## src/rtl/fp16_pkg.sv

```systemverilog
// Shared FP16 definitions: constants, divider state encoding, unpacked operand.
// FP16_DIV_SUBNORMAL_EN selects subnormal support (NORM state, gradual underflow).
package fp16_pkg;

    localparam logic [15:0] FP16_QNAN    = 16'h7E00;
    localparam int          FP16_BIAS    = 15;
    localparam int          FP16_EXP_MAX = 31;

    typedef enum logic [2:0] {
        ST_IDLE  = 3'd0,
`ifdef FP16_DIV_SUBNORMAL_EN
        ST_NORM  = 3'd1,
`endif
        ST_DIV   = 3'd2,
        ST_ROUND = 3'd3,
        ST_DONE  = 3'd4
    } state_t;

    typedef struct packed {
        logic        sign;
        logic [4:0]  exp;
        logic [10:0] sig;
        logic        is_zero;
        logic        is_inf;
        logic        is_nan;
    } fp16_op_t;

    // A subnormal exponent field is reported as 1 so exponent arithmetic stays uniform.
    function automatic fp16_op_t fp16_unpack(input logic [15:0] x);
        fp16_op_t u;
        u.sign   = x[15];
        u.exp    = (x[14:10] == 5'd0) ? 5'd1 : x[14:10];
        u.sig    = {x[14:10] != 5'd0, x[9:0]};
        u.is_inf = (x[14:10] == 5'h1F) && (x[9:0] == 10'd0);
        u.is_nan = (x[14:10] == 5'h1F) && (x[9:0] != 10'd0);
`ifdef FP16_DIV_SUBNORMAL_EN
        u.is_zero = (x[14:0] == 15'd0);
`else
        u.is_zero = (x[14:10] == 5'd0);
`endif
        return u;
    endfunction

endpackage

```

## src/rtl/fp16_round_pack.sv

```systemverilog
// Combinational RNE rounding, overflow, denormalization and packing of an FP16 result.
// Denormalization exists only with FP16_DIV_SUBNORMAL_EN; otherwise e <= 0 flushes to zero.
module fp16_round_pack
    import fp16_pkg::*;
(
    input  logic              i_sign,
    input  logic signed [7:0] i_exp,
    input  logic [10:0]       i_sig,
    input  logic              i_guard,
    input  logic              i_sticky,
    output logic [15:0]       o_result
);

    localparam logic signed [7:0] EXP_MAX = 8'(FP16_EXP_MAX);

    logic [10:0]       w_sig;
    logic              w_guard;
    logic              w_sticky;
    logic              w_denorm;
    logic              w_rnd;
    logic [11:0]       w_sum;
    logic [10:0]       w_sig_r;
    logic signed [7:0] w_exp;
`ifdef FP16_DIV_SUBNORMAL_EN
    logic signed [7:0] w_shift_raw;
    logic [3:0]        w_shift;
    logic [23:0]       w_ext;
`endif

    always_comb begin
        w_sig    = i_sig;
        w_guard  = i_guard;
        w_sticky = i_sticky;
        w_denorm = 1'b0;
`ifdef FP16_DIV_SUBNORMAL_EN
        w_shift_raw = 8'sd1 - i_exp;
        w_shift     = (w_shift_raw > 8'sd12) ? 4'd12 : w_shift_raw[3:0];
        // Guard rides along below sig; everything below the new guard feeds sticky.
        w_ext       = {i_sig, i_guard, 12'd0} >> w_shift;
        if (i_exp <= 8'sd0) begin
            w_sig    = w_ext[23:13];
            w_guard  = w_ext[12];
            w_sticky = i_sticky | (|w_ext[11:0]);
            w_denorm = 1'b1;
        end
`endif
        w_rnd   = w_guard & (w_sticky | w_sig[0]);
        w_sum   = {1'b0, w_sig} + {11'd0, w_rnd};
        w_sig_r = w_sum[10:0];
        w_exp   = i_exp;
        if (w_sum[11]) begin
            w_sig_r = 11'h400;
            w_exp   = i_exp + 8'sd1;
        end
        // A denormal that rounds up into bit 10 naturally encodes exponent field 1.
        if (w_denorm)
            o_result = {i_sign, 4'd0, w_sig_r};
        else if (w_exp >= EXP_MAX)
            o_result = {i_sign, 5'h1F, 10'd0};
        else if (w_exp <= 8'sd0)
            o_result = {i_sign, 15'd0};
        else
            o_result = {i_sign, w_exp[4:0], w_sig_r[9:0]};
    end

endmodule

```

## src/rtl/fp16_divider.sv

```systemverilog
// Iterative FP16 divider (restoring, one quotient bit per cycle) with valid/ready on both sides.
// FP16_DIV_SUBNORMAL_EN adds the NORM state that normalizes subnormal operands.
module fp16_divider
    import fp16_pkg::*;
(
    input  logic        clk,
    input  logic        rst_n,
    input  logic        in_valid,
    output logic        in_ready,
    input  logic [15:0] a,
    input  logic [15:0] b,
    output logic        out_valid,
    input  logic        out_ready,
    output logic [15:0] result,
    output logic        div_by_zero
);

    localparam logic signed [7:0] BIAS = 8'(FP16_BIAS);

    state_t            r_state;
    logic              r_sign;
    logic signed [7:0] r_exp;
`ifdef FP16_DIV_SUBNORMAL_EN
    logic [10:0]       r_ma;
`endif
    logic [10:0]       r_mb;
    logic [12:0]       r_rem;
    logic [12:0]       r_quo;
    logic [3:0]        r_cnt;
    logic              r_in_ready;
    logic              r_out_valid;
    logic [15:0]       r_result;
    logic              r_dbz;

    fp16_op_t          w_ua;
    fp16_op_t          w_ub;
    logic              w_sign;
    logic signed [7:0] w_exp_diff;
    logic              w_special;
    logic [15:0]       w_spec_res;
    logic              w_spec_dbz;
    logic              w_ge;
    logic [12:0]       w_rem_sub;
    logic signed [7:0] w_rp_exp;
    logic [10:0]       w_rp_sig;
    logic              w_rp_guard;
    logic              w_rp_sticky;
    logic [15:0]       w_packed;

    assign w_ua       = fp16_unpack(a);
    assign w_ub       = fp16_unpack(b);
    assign w_sign     = w_ua.sign ^ w_ub.sign;
    assign w_exp_diff = $signed({3'd0, w_ua.exp}) - $signed({3'd0, w_ub.exp}) + BIAS;

    // Priority matters: inf/0 is an infinite result, not a divide-by-zero.
    always_comb begin
        w_special  = 1'b1;
        w_spec_dbz = 1'b0;
        w_spec_res = FP16_QNAN;
        if (w_ua.is_nan || w_ub.is_nan || (w_ua.is_inf && w_ub.is_inf) ||
            (w_ua.is_zero && w_ub.is_zero))
            w_spec_res = FP16_QNAN;
        else if (w_ua.is_inf)
            w_spec_res = {w_sign, 5'h1F, 10'd0};
        else if (w_ub.is_zero) begin
            w_spec_res = {w_sign, 5'h1F, 10'd0};
            w_spec_dbz = 1'b1;
        end else if (w_ua.is_zero || w_ub.is_inf)
            w_spec_res = {w_sign, 15'd0};
        else
            w_special = 1'b0;
    end

    assign w_ge      = (r_rem >= {2'd0, r_mb});
    assign w_rem_sub = w_ge ? (r_rem - {2'd0, r_mb}) : r_rem;

    // q is the quotient scaled by 2^12; a clear top bit means the quotient is below 1.
    assign w_rp_sig    = r_quo[12] ? r_quo[12:2] : r_quo[11:1];
    assign w_rp_guard  = r_quo[12] ? r_quo[1] : r_quo[0];
    assign w_rp_sticky = (r_quo[12] & r_quo[0]) | (r_rem != 13'd0);
    assign w_rp_exp    = r_quo[12] ? r_exp : (r_exp - 8'sd1);

    fp16_round_pack u_round_pack (
        .i_sign   (r_sign),
        .i_exp    (w_rp_exp),
        .i_sig    (w_rp_sig),
        .i_guard  (w_rp_guard),
        .i_sticky (w_rp_sticky),
        .o_result (w_packed)
    );

    always_ff @(posedge clk or negedge rst_n) begin
        if (!rst_n) begin
            r_state     <= ST_IDLE;
            r_sign      <= 1'b0;
            r_exp       <= 8'sd0;
`ifdef FP16_DIV_SUBNORMAL_EN
            r_ma        <= 11'd0;
`endif
            r_mb        <= 11'd0;
            r_rem       <= 13'd0;
            r_quo       <= 13'd0;
            r_cnt       <= 4'd0;
            r_in_ready  <= 1'b1;
            r_out_valid <= 1'b0;
            r_result    <= 16'd0;
            r_dbz       <= 1'b0;
        end else begin
            case (r_state)
                ST_IDLE: begin
                    if (in_valid) begin
                        r_in_ready <= 1'b0;
                        r_sign     <= w_sign;
                        r_exp      <= w_exp_diff;
`ifdef FP16_DIV_SUBNORMAL_EN
                        r_ma       <= w_ua.sig;
`endif
                        r_mb       <= w_ub.sig;
                        r_rem      <= {2'd0, w_ua.sig};
                        r_quo      <= 13'd0;
                        r_cnt      <= 4'd0;
                        if (w_special) begin
                            r_state     <= ST_DONE;
                            r_out_valid <= 1'b1;
                            r_result    <= w_spec_res;
                            r_dbz       <= w_spec_dbz;
`ifdef FP16_DIV_SUBNORMAL_EN
                        end else if (!w_ua.sig[10] || !w_ub.sig[10]) begin
                            r_state <= ST_NORM;
`endif
                        end else begin
                            r_state <= ST_DIV;
                        end
                    end
                end
`ifdef FP16_DIV_SUBNORMAL_EN
                // Dividend first, then divisor; leave on the step that sets the last bit 10.
                ST_NORM: begin
                    if (!r_ma[10]) begin
                        r_ma  <= {r_ma[9:0], 1'b0};
                        r_rem <= {1'b0, r_ma, 1'b0};
                        r_exp <= r_exp - 8'sd1;
                        if (r_ma[9] && r_mb[10])
                            r_state <= ST_DIV;
                    end else begin
                        r_mb  <= {r_mb[9:0], 1'b0};
                        r_exp <= r_exp + 8'sd1;
                        if (r_mb[9])
                            r_state <= ST_DIV;
                    end
                end
`endif
                ST_DIV: begin
                    r_quo <= {r_quo[11:0], w_ge};
                    r_rem <= {w_rem_sub[11:0], 1'b0};
                    r_cnt <= r_cnt + 4'd1;
                    if (r_cnt == 4'd12)
                        r_state <= ST_ROUND;
                end
                ST_ROUND: begin
                    r_result    <= w_packed;
                    r_dbz       <= 1'b0;
                    r_out_valid <= 1'b1;
                    r_state     <= ST_DONE;
                end
                ST_DONE: begin
                    if (out_ready) begin
                        r_out_valid <= 1'b0;
                        r_in_ready  <= 1'b1;
                        r_state     <= ST_IDLE;
                    end
                end
                default: begin
                    r_state     <= ST_IDLE;
                    r_in_ready  <= 1'b1;
                    r_out_valid <= 1'b0;
                end
            endcase
        end
    end

    assign in_ready    = r_in_ready;
    assign out_valid   = r_out_valid;
    assign result      = r_result;
    assign div_by_zero = r_dbz;

endmodule
```

## config.mk

```make
export PLATFORM = sky130hd
export DESIGN_NAME = fp16_divider
export DESIGN_NICKNAME = d
export VERILOG_FILES = /design/src/rtl/fp16_pkg.sv /design/src/rtl/fp16_round_pack.sv /design/src/rtl/fp16_divider.sv
export SDC_FILE = /design/constraint.sdc
export NUM_CORES = 1
export LEC_CHECK = 0
export ABC_AREA = 1
export CAP_MARGIN = 0
export CORE_ASPECT_RATIO = 1.25
export CORE_MARGIN = 2
export CORE_UTILIZATION = 39
export CTS_CLUSTER_DIAMETER = 150
export DETAILED_ROUTE_END_ITERATION = 12
export GPL_TIMING_DRIVEN = 1
export PLACE_DENSITY = 0.66
export SLEW_MARGIN = 0
export SYNTH_ARGS = -nofsm -noshare
export SYNTH_HDL_FRONTEND = slang
export SYNTH_SLANG_ARGS = --single-unit
export TNS_END_PERCENT = 1
```

## constraint.sdc

```tcl
create_clock -name clk -period 4.1 [get_ports clk]
set_clock_uncertainty 0.2 [all_clocks]
set_input_delay 0.82 -clock clk [delete_from_list [all_inputs] [get_ports clk]]
set_output_delay 0.82 -clock clk [all_outputs]
set_load 0.01 [all_outputs]
```

==> flow_summary.yaml, run 1 <==
status:
  outcome: "finished, final reports clean"
global_route:
  grt_pass1_wl_um: 19700
  gr-usage-all-layers_pct: 18.3
  grt_antenna_before_repair: 0
  first_global_vias: 4193
  largest_net_degree_at_the_start_of_global_routing: 40
  overflow: 0
power_and_ir_drop:
  power.static_leakage_uw: 0.00273
  power.combinational.fraction_pct: 57.8
  switching_share_pct: 46.9
  pwr-share-seq_pct: 25.7
  power_density_mw_per_mm2: 837
  switchingPower_uw: 2300
  p_int_uw: 2600
  power.total_uw: 4900
  p_clk_share_pct: 16.4
  max-vdd-ir-drop_mv: 0.556
setup_path:
  arrival_time_of_the_worst_setup_path_ns: 3.49
  cp-start-kind: "flop"
  maximum_cell_stage_delay_along_the_critical_path_ns: 0.75
  timing.critical_path.mode_cell: "nand2_1"
  critical_path.max_fanout: 16
  cpMaxStageDelayCell: "nor2_1"
  cp.required_ns: 4.09
  crit_end_category: "flop"
  timing.critical_path.cells: "ha_1 -> nand2_1 -> o211ai_1 -> a21oi_1 -> o21ai_0 -> nand2_1 -> nand2_1 -> nor2_1 -> inv_1 -> o21ai_0 -> a22oi_1"
  crit_type: "reg2reg"
  worst-r2r-cell-count: 11
floorplanning:
  io-pin-count: 55
  floorplan_die_width_um: 104
  floorplan.rows: 45
  floorplan.initialDensity_pct: 40.0
  design.die.area_sq_mm: 0.0134
  height_of_the_die_um: 129
  coreArea_sq_mm: 0.0122
timing:
  timing.final.crit_period_ns: 3.50
  slew_viol_final: 0
  setup_violations: 0
  min_period_over_period_pct: 85.5
  max_slew_margin_pct: 35.1
  hold-worst-slack_ns: 0.283
  unrepaired_setup_endpoints_after_global_routing: "false"
  totalNegativeSetupSlack_ns: 0
  hold_viol_final: 0
  timing.fmax_ghz: 0.285
  worst_pin_slew_ns: 0.971
synth:
  muxShareOfSynthArea_pct: 0
  predominant_post_synthesis_flop_cell: "dfrtp_1"
  synth_warnings: 0
  synth.area.top_cells: "dfrtp_1, nand2_1, inv_1, ha_1, o21ai_0"
  synth-adder-area-share_pct: 6.47
  postSynthNetCount: 725
  count_of_different_cell_masters_after_synthesis: 44
  synthDominantCellAreaShare_pct: 36.0
  yosys.area_share.xor_xnor_pct: 4.68
  count_of_mapped_cells_out_of_synthesis: 665
  share_of_the_synthesized_area_in_compound_gates_ao_oa_aoi_oai_pct: 15.0
  synth_area_sq_mm: 0.00487
  synthMostInstantiatedCell: "nand2_1"
  combinational_family_with_the_most_area_after_synthesis: "simple AND/OR/NAND/NOR gates"
  synth_seq_area_share_pct: 36.5
  synth_top_area_cell: "dfrtp_1"
  synth_simple_gate_area_share_pct: 28.2
  synth.ff_latch_count: 71
  asyncSetResetFlopFracSynth_pct: 100
  synth_enable_flop_cells: 0
  synthesized_area_divided_by_synthesized_cell_count_sq_um: 7.32
  synth_commonest_cells: "nand2_1, inv_1, dfrtp_1"
drt:
  drtAntennaViolNets: 0
  via_count: 4355
  postRouteWirelength_um: 11700
  avgViaCountPerCell: 4.94
  drc: 0
  pre_repair_dr_iteration_count: 4
  drt-wirelength-per-cell_um: 13.3
  initial_drt_markers: 232
place:
  placement.io_buffers: 54
  placed_cells_incl_taps: 866
  place_congestion: 0.929
  placement.cell_area_sq_mm: 0.00555
  hpwlAfterDp_um: 9020
clock_tree:
  htreeDepth: 3
  postCtsSetupRepairBufs: 0
  cts_tree: "done"
  cts_hold_buffers: 0
  tritoncts_num_sinks: 71
  cts_made_buffers: 9
  clk_pin_slew_worst_paths_ns: 0.06
  worst_skew_pair.late_latency_ns: 0.34
  cts_root_buffer: "clkbuf_16"
  cts-resized-gates: 0
  cts_buffer_depth: 2
cells_and_area:
  final_cells: 882
  num_antenna_cells: 0
  stdcell_area_sq_mm: 0.00586
  layout.nets: 773
  area_growth_pct: 20.3
  post_route_cells_drive_above_1_share_pct: 9.19
job:
  drv_cap: 0
worst_hold_path:
  hold_crit_depth: 2
  worstHoldPathType: "reg2reg"
[worst paths after layout]
kind | from | endpoint | slack [ns]
worst max-delay path | r_rem[2] | r_rem[2] | 0.60
worst min-delay path | result[5] | result[5] | 0.28
worst max register to register | r_rem[2] | r_rem[2] | 0.60
worst min register to register | result[5] | result[5] | 0.28
max in group asynchronous | rst_n | result[9] | 2.50
min in group asynchronous | rst_n | r_exp[4] | 0.41
[state kept, by name, indices dropped and copies added, names as in the netlist]
name,count
result,16
r_quo,13
r_rem,13
r_mb,11
r_exp,7
r_cnt,4
r_state,3
div_by_zero,1
in_ready,1
out_valid,1
r_sign,1
[per-layer routing]
layer | routed length [um] | GRT usage, % | up-vias
met3 | 370 | 2.28 | 22
met1 | 5070 | 21.2 | 2005
met4 | 276 | 7.55 | 0
met5 | 0 | 0 | -
li1 | - | - | 2245
met2 | 5990 | 34.3 | 83
[power groups by stage]
stage	combinational [uW]	sequential, uW	clock [uW]
after global placement	2770	1260	0
after global routing	3220	1300	844
after CTS	2850	1260	817
after detailed placement	2830	1270	0
after floorplan	2120	1230	0
final	2840	1260	805
[critical path: cells and delay by family (launching register included)]
family | cells | cell delay, ns
compound gates | 5 | 1.00
fa+ha+maj | 1 | 0.36
buf+inv | 1 | 0.31
flops | 1 | 0.43
simple gates | 4 | 1.04
[final cells by class]
class	instances	area, sq um
clock buffers	10	239
clock inverters	6	67.6
fillers	1247	6300
inverters	93	349
multi-input cells	479	2650
flip-flops and latches	71	1780
well taps	164	205
repair buffers	59	573
[stage by stage]
step | worst slack [ns] | utilization [%]
floorplan | 1.17 | -
global route | 0.323 | 48.2
finish | 0.596 | 48.2
CTS | 0.678 | 48.2
detailed placement | 0.370 | 45.6
global placement | 0.489 | 45.6
[logic make-up (layout without fill, tap and decap cells)]
family	after synthesis	in the layout
AO/OA/AOI/OAI	123	123
XOR/XNOR	26	26
adder cells (fa/ha/maj)	24	24
buffers and inverters	115	168
flip-flops	71	71
AND/OR/NAND/NOR	306	306
[placed cells by master (no fill, tap or decap), types with 2 or more instances in the layout]
cell,n
nand2_1,173
inv_1,88
dfrtp_1,70
nor2_1,54
clkdlybuf4s50_1,53
o21ai_0,48
a21oi_1,29
nand3_1,23
ha_1,22
xnor2_1,13
xor2_1,13
o22ai_1,13
nand2_2,11
nor3_1,11
nand4_1,9
o21ai_2,9
clkbuf_16,9
o211ai_1,8
nor2_4,6
nor2_2,5
a22oi_1,5
buf_4,5
inv_2,4
nand3b_1,4
or2_2,2
a31oi_1,2
a2bb2oi_1,2
nand2_4,2
fa_1,2
clkinvlp_4,2
(Power assumes the default switching activity.)
==> run 2: changes to the inputs <==
--- a/config.mk
+++ b/config.mk
@@ -10,6 +10,7 @@
 export CORE_ASPECT_RATIO = 1.25
 export CORE_MARGIN = 2
 export CORE_UTILIZATION = 39
+export CTS_BUF_LIST = sky130_fd_sc_hd__clkbuf_2 sky130_fd_sc_hd__clkbuf_4 sky130_fd_sc_hd__clkbuf_8
 export CTS_CLUSTER_DIAMETER = 150
 export DETAILED_ROUTE_END_ITERATION = 12
 export GPL_TIMING_DRIVEN = 1
==> run 2 against run 1 <==
Non-clock buffer count did not move. First-iteration DRC count fell by 13%. Final area fell by 1.7%. Register-to-register slack barely moved. Global-route usage fell by 0.19 points. Sequential power barely moved. Utilization fell by 0.83 points. Critical path depth did not move. Critical path type unchanged.
==> flow_summary.yaml, run 2 (synthesis gave the netlist of run 1 again) <==
timing:
  timing.final.ws_setup_ns: 0.609
  totalNegativeSetupSlack_ns: 0
  max_slew_margin_pct: 36.0
  slew_viol_final: 0
  timing.final.crit_period_ns: 3.49
  min_period_over_period_pct: 85.1
  hold_viol_final: 0
  setup_violations: 0
  worst_pin_slew_ns: 0.956
  unrepaired_setup_endpoints_after_global_routing: "false"
  timing.fmax_ghz: 0.286
setup_path:
  cp-start-kind: "flop"
  crit_type: "reg2reg"
  timing.critical_path.cells: "ha_1 -> nand2_1 -> o211ai_1 -> a21oi_1 -> o21ai_0 -> nand2_1 -> nand2_1 -> nor2_1 -> inv_1 -> o21ai_0 -> a22oi_1"
  arrival_time_of_the_worst_setup_path_ns: 3.49
  crit_end_category: "flop"
  timing.critical_path.mode_cell: "nand2_1"
  cpMaxStageDelayCell: "nor2_1"
  critical_path.max_fanout: 16
  cp.required_ns: 4.10
  maximum_cell_stage_delay_along_the_critical_path_ns: 0.74
power_and_ir_drop:
  power.combinational.fraction_pct: 60.6
  power.static_leakage_uw: 0.00269
  switching_share_pct: 48.4
  power_density_mw_per_mm2: 812
  p_clk_share_pct: 12.5
  max-vdd-ir-drop_mv: 0.554
  p_int_uw: 2410
  pwr-share-seq_pct: 26.9
  switchingPower_uw: 2260
  power.total_uw: 4670
place:
  placed_cells_incl_taps: 866
  hpwlAfterDp_um: 9020
  placement.io_buffers: 54
  place_congestion: 0.929
  detailedPlace.worstSlack_ns: 0.370
  placement.cell_area_sq_mm: 0.00555
job:
  drv_cap: 0
status:
  outcome: "finished, final reports clean"
global_route:
  largest_net_degree_at_the_start_of_global_routing: 40
  grt_pass1_wl_um: 19500
  overflow: 0
  first_global_vias: 4162
  grt_antenna_before_repair: 0
  gr-usage-all-layers_pct: 18.1
clock_tree:
  clk_pin_slew_worst_paths_ns: 0.08
  cts-resized-gates: 0
  postCtsSetupRepairBufs: 0
  cts_root_buffer: "clkbuf_8"
  htreeDepth: 3
  cts_tree: "done"
  cts_buffer_depth: 2
  worst_skew_pair.late_latency_ns: 0.35
  tritoncts_num_sinks: 71
  cts_hold_buffers: 0
  cts_made_buffers: 9
cells_and_area:
  post_route_cells_drive_above_1_share_pct: 9.19
  layout.nets: 773
  layout.filler_cells: 1260
  largest_reg_flops: 16
  layout_commonest_cell: "nand2_1"
  num_antenna_cells: 0
  area_growth_pct: 18.2
  stdcell_area_sq_mm: 0.00576
  layout_common_cells: "nand2_1, inv_1, dfrtp_1"
  final_cells: 882
floorplanning:
  coreArea_sq_mm: 0.0122
  design.die.area_sq_mm: 0.0134
  floorplan.initialDensity_pct: 40.0
  io-pin-count: 55
  height_of_the_die_um: 129
  floorplan_die_width_um: 104
  floorplan.rows: 45
drt:
  initial_drt_markers: 201
  avgViaCountPerCell: 4.93
  pre_repair_dr_iteration_count: 5
  drtAntennaViolNets: 0
  drc: 0
  via_count: 4344
  drt-wirelength-per-cell_um: 13.2
  postRouteWirelength_um: 11600
worst_hold_path:
  worstHoldPathType: "reg2reg"
run 2: worst paths after layout:
check | startpoint | slack, ns | end | cells after the start
min in group asynchronous | rst_n | 0.41 | r_exp[4] | 1
setup / recovery | r_rem[2] | 0.61 | r_rem[2] | 11
max in group asynchronous | rst_n | 2.50 | result[2] | 2
setup reg to reg | r_rem[2] | 0.61 | r_rem[2] | 11
hold / removal | result[5] | 0.29 | result[5] | 2
hold reg to reg | result[5] | 0.29 | result[5] | 2
run 2: power groups by stage:
| stage | Clock [uW] | Sequential (uW) | Combinational (uW) |
|---|---|---|---|
| CTS | 601 | 1260 | 2840 |
| global route | 625 | 1300 | 3220 |
| floorplan | 0 | 1230 | 2120 |
| global placement | 0 | 1260 | 2770 |
| detailed placement | 0 | 1270 | 2830 |
| finish | 584 | 1260 | 2830 |
run 2: critical path: cells and delay by family, from the launching register on:
kind | cells | cell delay (ns)
simple gates | 4 | 1.03
compound gates | 5 | 1.01
fa+ha+maj | 1 | 0.36
flops | 1 | 0.44
buf+inv | 1 | 0.31
run 2: cell type report:
class                           count  area (sq um)  area share [%]
Multi-Input combinational cell    479          2650            46.0
Inverter                           93           349            6.07
Clock inverter                      6          67.6            1.17
Timing Repair Buffer               59           573            9.96
Clock buffer                       10           138            2.39
Tap cell                          164           205            3.57
Sequential cell                    71          1780            30.9
run 2: per-layer routing:
layer / GRT usage, % / vias to the layer above / part of all wire [%]
met3: 2.28 / 15 / 3.4
met2: 34.1 / 76 / 51
met5: 0 / - / 0
met4: 6.84 / 0 / 1.4
met1: 21.1 / 2010 / 44
li1: - / 2243 / -
run 2: per-stage QoR:
stage | utilization, % | hold slack (ns)
after floorplan | - | 0.248
after global placement | 45.6 | 0.267
after detailed placement | 45.6 | 0.272
after CTS | 47.3 | 0.291
after global routing | 47.3 | 0.304
final | 47.3 | 0.287
